[config.mk]
export PLATFORM = sky130hd
export DESIGN_NAME = demux_bit_sequencer
export DESIGN_NICKNAME = d
export VERILOG_FILES = /design/src/rtl/demux_bit_sequencer.sv
export SDC_FILE = /design/constraint.sdc
export NUM_CORES = 1
export LEC_CHECK = 0
export BUFFER_PORTS_ARGS = -buffer_cell sky130_fd_sc_hd__buf_2
export CAP_MARGIN = 25
export CORE_UTILIZATION = 54
export DETAILED_ROUTE_END_ITERATION = 7
export MAX_ROUTING_LAYER = met4
export PLACE_DENSITY = 0.78
export SYNTH_ARGS = -nofsm -noshare
export SYNTH_HDL_FRONTEND = slang
export SYNTH_SLANG_ARGS = --single-unit
export TNS_END_PERCENT = 5
[constraint.sdc]
create_clock -name clk -period 1.85 [get_ports clk]
set_input_delay 0 -clock clk [delete_from_list [all_inputs] [get_ports clk]]
set_output_delay 0 -clock clk [all_outputs]
set_load 0.01 [all_outputs]
[src/rtl/demux_bit_sequencer.sv]
// Serialises an 8-bit word onto a 1-to-8 demux: one bit per clock on `in`, with the
// matching select code on s2..s0, so bit k of the word always lands on demux output dk.
module demux_bit_sequencer #(
  parameter int unsigned GAP        = 1,
  parameter bit          DESCENDING = 1'b0
) (
  input  logic       clk,
  input  logic       rst_n,
  input  logic [7:0] data_in,
  input  logic       data_valid,
  output logic       data_ready,
  output logic       in,
  output logic       s0,
  output logic       s1,
  output logic       s2,
  output logic       strobe,
  output logic       busy,
  output logic       done,
  output logic [7:0] word_cnt
);

  typedef enum logic [1:0] {StIdle, StShift, StGap} state_e;

  localparam logic [3:0] GapCycles = 4'(GAP);
  localparam logic [2:0] FirstChan = DESCENDING ? 3'd7 : 3'd0;
  localparam logic [2:0] LastChan  = DESCENDING ? 3'd0 : 3'd7;

  state_e     state_q;
  logic [7:0] word_q;
  logic [2:0] chan_q;
  logic [2:0] sel_q;
  logic [3:0] gap_q;
  logic [2:0] chan_nxt;

  assign chan_nxt     = DESCENDING ? chan_q - 3'd1 : chan_q + 3'd1;
  assign {s2, s1, s0} = sel_q;

  always_ff @(posedge clk or negedge rst_n) begin
    if (!rst_n) begin
      state_q    <= StIdle;
      word_q     <= '0;
      chan_q     <= '0;
      sel_q      <= '0;
      gap_q      <= '0;
      data_ready <= 1'b0;
      in         <= 1'b0;
      strobe     <= 1'b0;
      busy       <= 1'b0;
      done       <= 1'b0;
      word_cnt   <= '0;
    end else begin
      done <= 1'b0;
      unique case (state_q)
        StIdle: begin
          data_ready <= 1'b1;
          if (data_valid && data_ready) begin
            // The word is latched here so later data_in changes cannot reach the line.
            word_q     <= data_in;
            chan_q     <= FirstChan;
            sel_q      <= FirstChan;
            in         <= data_in[FirstChan];
            strobe     <= 1'b1;
            busy       <= 1'b1;
            data_ready <= 1'b0;
            state_q    <= StShift;
          end
        end
        StShift: begin
          if (chan_q == LastChan) begin
            // Park the line and select at zero so every demux output stays low.
            strobe   <= 1'b0;
            in       <= 1'b0;
            sel_q    <= '0;
            done     <= 1'b1;
            word_cnt <= word_cnt + 8'd1;
            if (GapCycles == 4'd0) begin
              state_q    <= StIdle;
              data_ready <= 1'b1;
              busy       <= 1'b0;
            end else begin
              state_q <= StGap;
              gap_q   <= 4'd1;
            end
          end else begin
            chan_q <= chan_nxt;
            sel_q  <= chan_nxt;
            in     <= word_q[chan_nxt];
          end
        end
        StGap: begin
          if (gap_q == GapCycles) begin
            state_q    <= StIdle;
            data_ready <= 1'b1;
            busy       <= 1'b0;
          end else begin
            gap_q <= gap_q + 4'd1;
          end
        end
        default: state_q <= StIdle;
      endcase
    end
  end

endmodule

==> flow_summary_export.csv <==
group,metric,value,unit
run_status,status,"finished, final reports clean",
logic_synthesis,syn-num-nets,148,
placed_design,hpwl,1890,um
clock_tree,cts.htree.levels,2,
critical_path,cp_slowest_stage_delay,0.50,ns
floorplan,die_x,55.0,um
logic_synthesis,synth.area.top_cells,"dfrtp_1, mux2_2, ha_1",
grt,grtUsageMet3,6.01,%
timing,hold_violations,0,
placed_design,placed_area,1670,sq um
critical_path,crit_path_start_kind,"register",
min_path,hp-class,"in2reg",
route,drt_pass1_iterations,4,
grt,overflow,0,
floorplan,rows,18,
floorplan,dieArea,3020,sq um
finish,design_area,1810,sq um
clock_tree,root_buffer,"clkbuf_4",
flow_run,drv_cap,0,
clock_tree,post_cts_buffers,0,
critical_path,cp_max_fo,10,
grt,grt_start_max_net_pins,34,
route,vias,1121,
route,drc,0,
logic_synthesis,synth.cell_area,1520,sq um
clock_tree,ctsHoldBuffers,9,
clock_tree,cts_buffers,5,
finish,diodes,0,
power_and_ir_drop,leakagePower,0.892,nW
logic_synthesis,yosysSeqAreaShare,54.5,%
logic_synthesis,synth.distinct_cells,33,
timing,slew_violations,0,
timing,post-route-min-period,1.70,ns
timing,hold_slack,0.153,ns
placed_design,pre_cts_ws,0.154,ns
clock_tree,clockBufferDepth,2,
route,drtIter0Drc,18,
critical_path,worstPathBufferInverterCount,0,
finish,final_common_cell,"dfrtp_1",
timing,totalNegativeSetupSlack,0,ns
timing,period_share,91.7,%
power_and_ir_drop,power.density,1340,nW/um^2
placed_design,globalplace.congestion,0.750,
logic_synthesis,yosysTopAreaCell,"dfrtp_1",
clock_tree,cts_resized,0,
critical_path,cp_top_family,"simple AND/OR/NAND/NOR gates",
logic_synthesis,synth.avg_cell_area,11.5,sq um
grt,antenna_found_initial,0,
grt,grt_pass1_vias,1101,
critical_path,cp_cell_sequence,"ha_1, ha_1, or3b_1, o311ai_2",
logic_synthesis,syn_inst,132,
logic_synthesis,ys.warnings.count,0,
finish,final_cell_mix,"dfrtp_1, buf_2, nand2_1",
finish,area_growth,19.3,%
grt,grt_util_met1,24.0,%
route,wl,2730,um
clock_tree,cts.sinks,33,
critical_path,crit_slowest_cell,"or3b_1",
timing,max_slew.worst_pin.slew,0.723,ns
timing,fin_ws,0.154,ns
floorplan,core-area,2570,sq um
route,vias_per_cell,5.55,
power_and_ir_drop,ir_drop,810,uV
critical_path,worstSetupPathType,"reg2reg",
route,wire_per_inst,13.5,um
clock_tree,clkSlewWorstSetupHoldPaths,0.10,ns
finish,layout-drive-gt1-share,27.3,%
placed_design,io_buffers,26,
floorplan,num_io_pins,27,
finish,nets,187,
floorplan,initial_core_util,59.1,%
logic_synthesis,synth-seq-cells,33,
timing,setup_viol,0,
grt,grt-busiest-layer,"met2",
critical_path,crit_arrival,1.94,ns
critical_path,cpMostUsedCell,"ha_1",
grt,grt_pass1_wl,4450,um
critical_path,worst_setup_path_end_kind,"register",
route,drtAntennaViolNets,0,
critical_path,worst_ep_required_time,2.10,ns
timing,fmax,0.590,GHz
timing,slew_headroom,51.8,%
grt,grt.total_usage,22.5,%
grt,global_route.usage.met2,36.9,%
finish,n_fill_cell,213,
logic_synthesis,netlist.area_leader.share,54.5,%
clock_tree,cts_tree,"built",
clock_tree,clock_latency,0.33,ns
timing,rsz0062_at_grt,"no",
timing,skew,0.00660,ns
floorplan,fp.dieH,55.0,um
-- tightest hold or removal path, cell delays in order --
cell and delay [ns]:
buf_2 0.11, nand4bb_1 0.11, buf_4 0.18, nand2_1 0.06
-- per-stage QoR --
stage                     power, mW  cells  util (%)
final                          2.42    202      70.5
after global placement         2.00    185      65.0
after global routing           2.62    202      70.5
after detailed placement       2.04    185      65.0
after floorplan                1.81    132         -
after CTS                      2.44    202      70.5
-- kinds of logic (layout without fill, tap and decap cells) --
family | count (synthesis) | count (layout) | synth area share, %
compound gates | 19 | 19 | 8.00
flops | 33 | 33 | 54.5
fa+ha+maj | 5 | 5 | 4.13
buf+inv | 12 | 52 | 4.04
simple gates | 44 | 44 | 16.0
xor+xnor | 8 | 8 | 4.62
mux | 11 | 11 | 8.75
-- area by class of cell --
type                            count  area [sq um]  area share (%)
Inverter                            6          22.5            1.24
Multi-Input combinational cell     87           629            34.8
Sequential cell                    33           826            45.6
Timing Repair Buffer               38           243            13.4
Clock inverter                      2          10.0           0.553
Clock buffer                        6          41.3            2.28
Tap cell                           30          37.5            2.07
-- state kept, by name, indices dropped and copies added (netlist names) --
| name | flops |
|---|---|
| sel_q | 3 |
| word_cnt | 8 |
| gap_q | 4 |
| state_q | 2 |
| data_ready | 1 |
| done | 1 |
| word_q | 8 |
| busy | 1 |
| in | 1 |
| chan_q | 3 |
| strobe | 1 |
-- Yosys cell counts --
| cell type | instances |
|---|---|
| dfrtp_1 | 33 |
| nand2_1 | 12 |
| o21ai_0 | 9 |
| mux2_2 | 8 |
| nand3_1 | 8 |
| inv_1 | 6 |
| ha_1 | 5 |
| a21oi_1 | 4 |
| buf_2 | 4 |
| nor2_1 | 4 |
| xnor2_1 | 4 |
| xor2_1 | 4 |
| nand2b_1 | 3 |
| nand4_1 | 3 |
| nor3_1 | 3 |
| or3b_1 | 3 |
| mux2i_1 | 2 |
| nand3b_1 | 2 |
| a21boi_0 | 1 |
| a22o_1 | 1 |
| a31o_2 | 1 |
| and2_1 | 1 |
| and3_1 | 1 |
| and4_1 | 1 |
| and4b_1 | 1 |
| buf_4 | 1 |
| buf_6 | 1 |
| mux4_2 | 1 |
| nand4bb_1 | 1 |
| nor2b_1 | 1 |
| o21a_1 | 1 |
| o311ai_2 | 1 |
| o31ai_1 | 1 |
-- report_power, final --
group / internal [mW] / switching, mW
clock: 0.145 / 0.239
sequential: 0.949 / 0.179
combinational: 0.471 / 0.434
total: 1.56 / 0.851
-- final timing paths --
kind / start / slack (ns) / cells past startpoint / endpoint
setup / recovery: chan_q[0] / 0.15 / 4 / in
hold / removal: data_valid / 0.15 / 4 / busy
setup reg to reg: chan_q[0] / 0.15 / 4 / in
hold reg to reg: word_cnt[7] / 0.47 / 1 / word_cnt[7]
max in group asynchronous: rst_n / 1.14 / 2 / word_q[7]
min in group asynchronous: rst_n / 0.25 / 2 / gap_q[3]
-- per-layer routing --
metal  up-vias  wire length, um
met5         -                0
met4         0               61
met1       544             1150
li1        542                -
met2        26             1420
met3         9              105
(Power assumes the default switching activity.)
